==> src/rtl/p2s_serializer.sv <==
// Parallel-to-serial converter fed by a fixed-latency pipelined FIFO.
// One word is prefetched into a hold register so words stream back-to-back.
//
// state   | meaning
// S_IDLE  | shifter empty, svalid low
// S_SHIFT | shifter holds a word, svalid high
module p2s_serializer #(
  parameter int FIFO_WIDTH = 11,
  parameter int NUM_LOOPS  = 3,
  parameter bit MSB_FIRST  = 1'b1,
  parameter int CNT_WIDTH  = 16
) (
  input  logic                  clk,
  input  logic                  rst,
  input  logic                  empty,
  output logic                  pop,
  input  logic [FIFO_WIDTH-1:0] pop_data,
  input  logic                  ser_ready,
  output logic                  sdata,
  output logic                  svalid,
  output logic                  sfirst,
  output logic                  slast,
  output logic [CNT_WIDTH-1:0]  words_sent
);

  localparam int BIT_W = (FIFO_WIDTH > 1) ? $clog2(FIFO_WIDTH) : 1;
  localparam logic [BIT_W-1:0] LAST_BIT = BIT_W'(FIFO_WIDTH - 1);

  typedef enum logic {
    S_IDLE  = 1'b0,
    S_SHIFT = 1'b1
  } state_t;

  state_t                r_state;
  state_t                w_state_nxt;
  logic [FIFO_WIDTH-1:0] r_shift;
  logic [FIFO_WIDTH-1:0] w_shift_nxt;
  logic [FIFO_WIDTH-1:0] r_hold;
  logic [FIFO_WIDTH-1:0] w_hold_nxt;
  logic                  r_hold_valid;
  logic                  w_hold_valid_nxt;
  logic [BIT_W-1:0]      r_bit_cnt;
  logic [BIT_W-1:0]      w_bit_cnt_nxt;
  logic [CNT_WIDTH-1:0]  r_words;
  logic [CNT_WIDTH-1:0]  w_words_nxt;
  logic [NUM_LOOPS-1:0]  r_dly;

  logic w_inflight;
  logic w_capture;
  logic w_beat;
  logic w_end;
  logic w_free;

  // Delay line mirrors the FIFO read pipeline; its last tap marks pop_data valid.
  if (NUM_LOOPS == 1) begin : g_dly_one
    always_ff @(posedge clk or posedge rst) begin
      if (rst) begin
        r_dly <= '0;
      end else begin
        r_dly <= pop;
      end
    end
  end else begin : g_dly_multi
    always_ff @(posedge clk or posedge rst) begin
      if (rst) begin
        r_dly <= '0;
      end else begin
        r_dly <= {r_dly[NUM_LOOPS-2:0], pop};
      end
    end
  end

  assign w_inflight = |r_dly;
  assign w_capture  = r_dly[NUM_LOOPS-1];

  assign pop = !rst && !empty && !w_inflight && !r_hold_valid;

  assign svalid     = (r_state == S_SHIFT);
  assign sfirst     = svalid && (r_bit_cnt == '0);
  assign slast      = svalid && (r_bit_cnt == LAST_BIT);
  assign sdata      = svalid && (MSB_FIRST ? r_shift[FIFO_WIDTH-1] : r_shift[0]);
  assign words_sent = r_words;

  assign w_beat = svalid && ser_ready;
  assign w_end  = w_beat && slast;
  assign w_free = !svalid || w_end;

  always_ff @(posedge clk or posedge rst) begin
    if (rst) begin
      r_state      <= S_IDLE;
      r_shift      <= '0;
      r_hold       <= '0;
      r_hold_valid <= 1'b0;
      r_bit_cnt    <= '0;
      r_words      <= '0;
    end else begin
      r_state      <= w_state_nxt;
      r_shift      <= w_shift_nxt;
      r_hold       <= w_hold_nxt;
      r_hold_valid <= w_hold_valid_nxt;
      r_bit_cnt    <= w_bit_cnt_nxt;
      r_words      <= w_words_nxt;
    end
  end

  always_comb begin
    w_state_nxt      = r_state;
    w_shift_nxt      = r_shift;
    w_hold_nxt       = r_hold;
    w_hold_valid_nxt = r_hold_valid;
    w_bit_cnt_nxt    = r_bit_cnt;
    w_words_nxt      = r_words;

    if (w_beat) begin
      w_shift_nxt   = MSB_FIRST ? (r_shift << 1) : (r_shift >> 1);
      w_bit_cnt_nxt = r_bit_cnt + BIT_W'(1);
    end

    if (w_end) begin
      w_words_nxt = r_words + CNT_WIDTH'(1);
    end

    // Held word has priority over a fresh capture when the shifter frees up.
    if (w_free) begin
      if (r_hold_valid) begin
        w_shift_nxt      = r_hold;
        w_bit_cnt_nxt    = '0;
        w_state_nxt      = S_SHIFT;
        w_hold_valid_nxt = 1'b0;
        if (w_capture) begin
          w_hold_nxt       = pop_data;
          w_hold_valid_nxt = 1'b1;
        end
      end else if (w_capture) begin
        w_shift_nxt   = pop_data;
        w_bit_cnt_nxt = '0;
        w_state_nxt   = S_SHIFT;
      end else if (w_end) begin
        w_bit_cnt_nxt = '0;
        w_state_nxt   = S_IDLE;
      end
    end else if (w_capture) begin
      w_hold_nxt       = pop_data;
      w_hold_valid_nxt = 1'b1;
    end
  end

endmodule

==> config.mk <==
export PLATFORM = sky130hd
export DESIGN_NAME = p2s_serializer
export DESIGN_NICKNAME = d
export VERILOG_FILES = /design/src/rtl/p2s_serializer.sv
export SDC_FILE = /design/constraint.sdc
export NUM_CORES = 1
export LEC_CHECK = 0
export ABC_AREA = 1
export BUFFER_PORTS_ARGS = -buffer_cell sky130_fd_sc_hd__buf_2
export CAP_MARGIN = 20
export CORE_ASPECT_RATIO = 0.9
export CORE_MARGIN = 2
export CORE_UTILIZATION = 42
export CTS_CLUSTER_SIZE = 30
export DETAILED_ROUTE_END_ITERATION = 10
export MAX_ROUTING_LAYER = met4
export REMOVE_ABC_BUFFERS = 1
export SETUP_SLACK_MARGIN = 0.2
export SLEW_MARGIN = 20
export SYNTH_ARGS = -nofsm -noshare
export SYNTH_HDL_FRONTEND = slang
export SYNTH_SLANG_ARGS = --single-unit
==> constraint.sdc <==
create_clock -name clk -period 1.7 [get_ports clk]
set_clock_uncertainty 0.1 [all_clocks]
set_input_delay 0.34 -clock clk [delete_from_list [all_inputs] [get_ports clk]]
set_output_delay 0.34 -clock clk [all_outputs]
set_load 0.05 [all_outputs]
==> flow_results.xml <==
<?xml version="1.0" encoding="UTF-8"?>
<metrics>
  <group name="setup_path">
    <metric name="count_of_cells_along_the_worst_register_to_register_path" unit="">10</metric>
    <metric name="critical_path_buf_inv_count" unit="">1</metric>
    <metric name="worst-path-max-fanout" unit="">2</metric>
    <metric name="rr_endpoint" unit="">words_sent[13]</metric>
    <metric name="ff2ff_setup_slack" unit="ps">90</metric>
    <metric name="crit_path_max_incr_delay" unit="ps">390</metric>
    <metric name="timing.critical_path.arrival" unit="ps">1440</metric>
    <metric name="cp_slowest_cell" unit="">sky130_fd_sc_hd__dfrtp_1</metric>
    <metric name="worst_setup_path_end_kind" unit="">output pin</metric>
    <metric name="cp-start-kind" unit="">register</metric>
    <metric name="worst_r2r_startpoint" unit="">r_bit_cnt[1]</metric>
    <metric name="worstPathCellList" unit="">or2_4, nor3_2, nor3b_2, buf_6</metric>
    <metric name="criticalPathCategory" unit="">reg -&gt; out</metric>
    <metric name="critical_path.top_delay_family" unit="">simple AND/OR/NAND/NOR gates</metric>
    <metric name="worstPathRequired" unit="ps">1260</metric>
  </group>
  <group name="die">
    <metric name="die_y" unit="um">76.2</metric>
    <metric name="fp.dieArea" unit="um^2">6410</metric>
    <metric name="fp-row-count" unit="">26</metric>
    <metric name="die-width" unit="um">84.2</metric>
    <metric name="initial_core_util" unit="%">43.2</metric>
    <metric name="io_pins" unit="">36</metric>
    <metric name="coreArea" unit="um^2">5630</metric>
  </group>
  <group name="cells_and_area">
    <metric name="drive_gt1_share" unit="%">42.2</metric>
    <metric name="fin_area" unit="um^2">3520</metric>
    <metric name="synthToLayoutAreaGrowth" unit="%">44.9</metric>
    <metric name="mostFrequentLayoutCells" unit="">sky130_fd_sc_hd__nand2_1 (85), sky130_fd_sc_hd__dfrtp_1 (43), sky130_fd_sc_hd__inv_1 (27)</metric>
    <metric name="num_antenna_cells" unit="">0</metric>
    <metric name="final_common_cell" unit="">sky130_fd_sc_hd__nand2_1</metric>
    <metric name="finish.net_count" unit="">383</metric>
  </group>
  <group name="route">
    <metric name="vias_per_cell" unit="">4.91</metric>
    <metric name="first_iter_violations" unit="">122</metric>
    <metric name="postRouteWirelength" unit="um">5780</metric>
    <metric name="detail_route.first_pass.iterations" unit="">4</metric>
    <metric name="routedWlPerCell" unit="um">13.3</metric>
    <metric name="drc" unit="">0</metric>
    <metric name="route.antenna.remaining_nets" unit="">0</metric>
    <metric name="via_count" unit="">2137</metric>
  </group>
  <group name="timing">
    <metric name="slew_headroom" unit="%">74.2</metric>
    <metric name="grt_setup_unrepaired" unit="">true</metric>
    <metric name="timing_hold_violations_final" unit="">0</metric>
    <metric name="final.min_clock_period" unit="ps">1880</metric>
    <metric name="setup_tns" unit="ps">-193</metric>
    <metric name="clock.fmax" unit="MHz">531</metric>
    <metric name="layout_setup_ws" unit="ps">-183</metric>
    <metric name="setup_viol_count_final" unit="">2</metric>
    <metric name="timing_max_transition_violations_final" unit="">0</metric>
    <metric name="fin_crit_sh" unit="%">111</metric>
    <metric name="worst_pin_slew" unit="ps">386</metric>
  </group>
  <group name="grt">
    <metric name="grt_use_met2" unit="%">26.7</metric>
    <metric name="grt.total_usage" unit="%">19.1</metric>
    <metric name="fraction_of_met1_tracks_used_by_global_routing" unit="%">28.2</metric>
    <metric name="number_of_global_route_vias_before_repair" unit="">1975</metric>
    <metric name="antenna_found_initial" unit="">0</metric>
    <metric name="first_pass_grt_wire_length" unit="um">9580</metric>
    <metric name="grt-ovfl-total" unit="">0</metric>
    <metric name="met3_use_gr" unit="%">4.23</metric>
    <metric name="top_usage_layer" unit="">met1</metric>
    <metric name="grt_max_degree" unit="">48</metric>
  </group>
  <group name="logic_synthesis">
    <metric name="netlist_top_cells_area" unit="">sky130_fd_sc_hd__dfrtp_1 (48%), sky130_fd_sc_hd__nand2_1 (17%), sky130_fd_sc_hd__inv_1 (5.2%)</metric>
    <metric name="netlist.area_leader.share" unit="%">48.4</metric>
    <metric name="synth_top_area_cell" unit="">sky130_fd_sc_hd__dfrtp_1</metric>
    <metric name="synth.cell_area" unit="um^2">2430</metric>
    <metric name="seq_area_frac_synth" unit="%">48.4</metric>
    <metric name="synthCells" unit="">305</metric>
    <metric name="synth.ff_latch_count" unit="">47</metric>
    <metric name="synth_warnings" unit="">0</metric>
    <metric name="synth.avg_cell_area" unit="um^2">7.97</metric>
    <metric name="synth.lib_cells_used.distinct" unit="">30</metric>
  </group>
  <group name="clocking">
    <metric name="cts_tree" unit="">done</metric>
    <metric name="ctsHtreeMaxLevel" unit="">2</metric>
    <metric name="clock-sinks" unit="">47</metric>
    <metric name="cts.reportedPaths.clkPinSlew" unit="ps">90</metric>
    <metric name="cts.root.buffer_cell" unit="">sky130_fd_sc_hd__clkbuf_8</metric>
    <metric name="clock_latency" unit="ps">310</metric>
    <metric name="cts-root-to-sink-buffers" unit="">2</metric>
    <metric name="cts-buffers-inserted" unit="">5</metric>
  </group>
  <group name="placed_design">
    <metric name="hpwl_after_detailed_placement" unit="um">3350</metric>
    <metric name="port_buffers" unit="">35</metric>
    <metric name="routabilityCongestion" unit="">0.780</metric>
    <metric name="post_dp_cell_area" unit="um^2">2680</metric>
  </group>
  <group name="power">
    <metric name="p_per_area" unit="nW/um^2">1510</metric>
    <metric name="p_leak" unit="nW">1.75</metric>
    <metric name="post_route_total_power" unit="mW">5.32</metric>
    <metric name="ir_drop" unit="mV">1.22</metric>
  </group>
  <group name="hold_path">
    <metric name="worst_hold_startpoint" unit="">rst</metric>
    <metric name="min_delay_worst_type" unit="">in -&gt; reg</metric>
    <metric name="hold_depth" unit="">2</metric>
    <metric name="hold-path-endpoint" unit="">r_dly[0]</metric>
  </group>
  <group name="status">
    <metric name="violations" unit="">negative setup slack</metric>
    <metric name="status" unit="">finished with violations</metric>
  </group>
  <group name="job">
    <metric name="max_cap_viol_count" unit="">0</metric>
  </group>
</metrics>
[cells in the mapped netlist (all sizes together)]
| library cell | n |
|---|---|
| nand2 | 116 |
| dfrtp | 47 |
| inv | 35 |
| nor2 | 24 |
| nand3 | 22 |
| o21ai | 11 |
| o22ai | 11 |
| buf | 9 |
| nand4 | 5 |
| ha | 4 |
| xnor2 | 4 |
| xor2 | 4 |
| nor3 | 3 |
| a21oi | 2 |
| clkbuf | 2 |
| nor3b | 2 |
| a211oi | 1 |
| a22oi | 1 |
| nand3b | 1 |
| or2 | 1 |
[stage by stage]
stage | cells | hold slack (ps) | utilization, % | setup WS (ps)
3_3_place_gp | 408 | 264 | 47.7 | -38.6
3_5_place_dp | 408 | 278 | 47.7 | -70.9
2_1_floorplan | 294 | 255 | - | -911
4_1_cts | 431 | 116 | 58.3 | -215
5_1_grt | 435 | 118 | 62.6 | -288
6_report | 435 | 123 | 62.6 | -183
[layer usage]
metal,vias to the layer above,routed length (um)
met3,5,225
met5,-,0
met1,1000,2860
li1,1089,-
met2,43,2620
met4,0,73
[what timing repair did]
action / in CTS / in global routing
gates cloned: 4 / 0
setup buffers: 10 / 4
hold buffers: 1 / 0
pin swaps: 27 / 16
endpoints found under the hold margin: 47 / 0
gates resized for setup: 83 / 58
setup endpoints to repair: 48 / 55
[where the power goes]
group / total, mW / switching, mW / internal (mW) / leakage (nW)
Sequential: 1.72 / 0.242 / 1.47 / 0.583
Combinational: 2.74 / 1.58 / 1.16 / 1.10
Clock: 0.864 / 0.388 / 0.476 / 0.0612
Total: 5.32 / 2.21 / 3.11 / 1.75
[logic make-up after synthesis]
family | synth area share, %
adders and majority gates | 2.06
and+or+nand+nor | 31.0
AOI/OAI and AO/OA | 6.33
DFF | 48.4
xor gates and xnor gates | 2.88
buffers and inverters | 9.37
[cell type report]
cell class	instances	area [um^2]
Sequential cell	47	1180
Clock inverter	2	35.0
Clock buffer	6	82.6
Timing Repair inverter	1	16.3
Inverter	35	144
Tap cell	70	87.6
Multi-Input combinational cell	214	1450
Timing Repair Buffer	60	532
Fill cell	477	2100
[worst reg2reg max path, cell delays in order (launching register included)]
cell	delay, ps
sky130_fd_sc_hd__dfrtp_1	410
sky130_fd_sc_hd__buf_6	130
sky130_fd_sc_hd__ha_4	150
sky130_fd_sc_hd__nand2_4	80
sky130_fd_sc_hd__inv_2	50
sky130_fd_sc_hd__nand3_4	90
sky130_fd_sc_hd__buf_12	180
sky130_fd_sc_hd__buf_12	130
sky130_fd_sc_hd__clkinv_8	60
sky130_fd_sc_hd__nand4_1	80
sky130_fd_sc_hd__nand2_1	50
[state kept, by name, summed over array words and instances (netlist names)]
| name | flops |
|---|---|
| r_bit_cnt | 4 |
| r_dly | 3 |
| r_hold | 11 |
| r_hold_valid | 1 |
| r_shift | 11 |
| svalid | 1 |
| words_sent | 16 |
[worst max path at each step]
stage / to / cells after the start / slack (ps) / startpoint
CTS: pop / 4 / -210 / r_hold_valid
global route: pop / 4 / -290 / r_hold_valid
floorplan: pop / 3 / -910 / r_dly[2]
detailed placement: pop / 4 / -70 / r_hold_valid
finish: pop / 4 / -180 / r_hold_valid
global placement: pop / 4 / -40 / r_hold_valid
(Power assumes the default switching activity.)
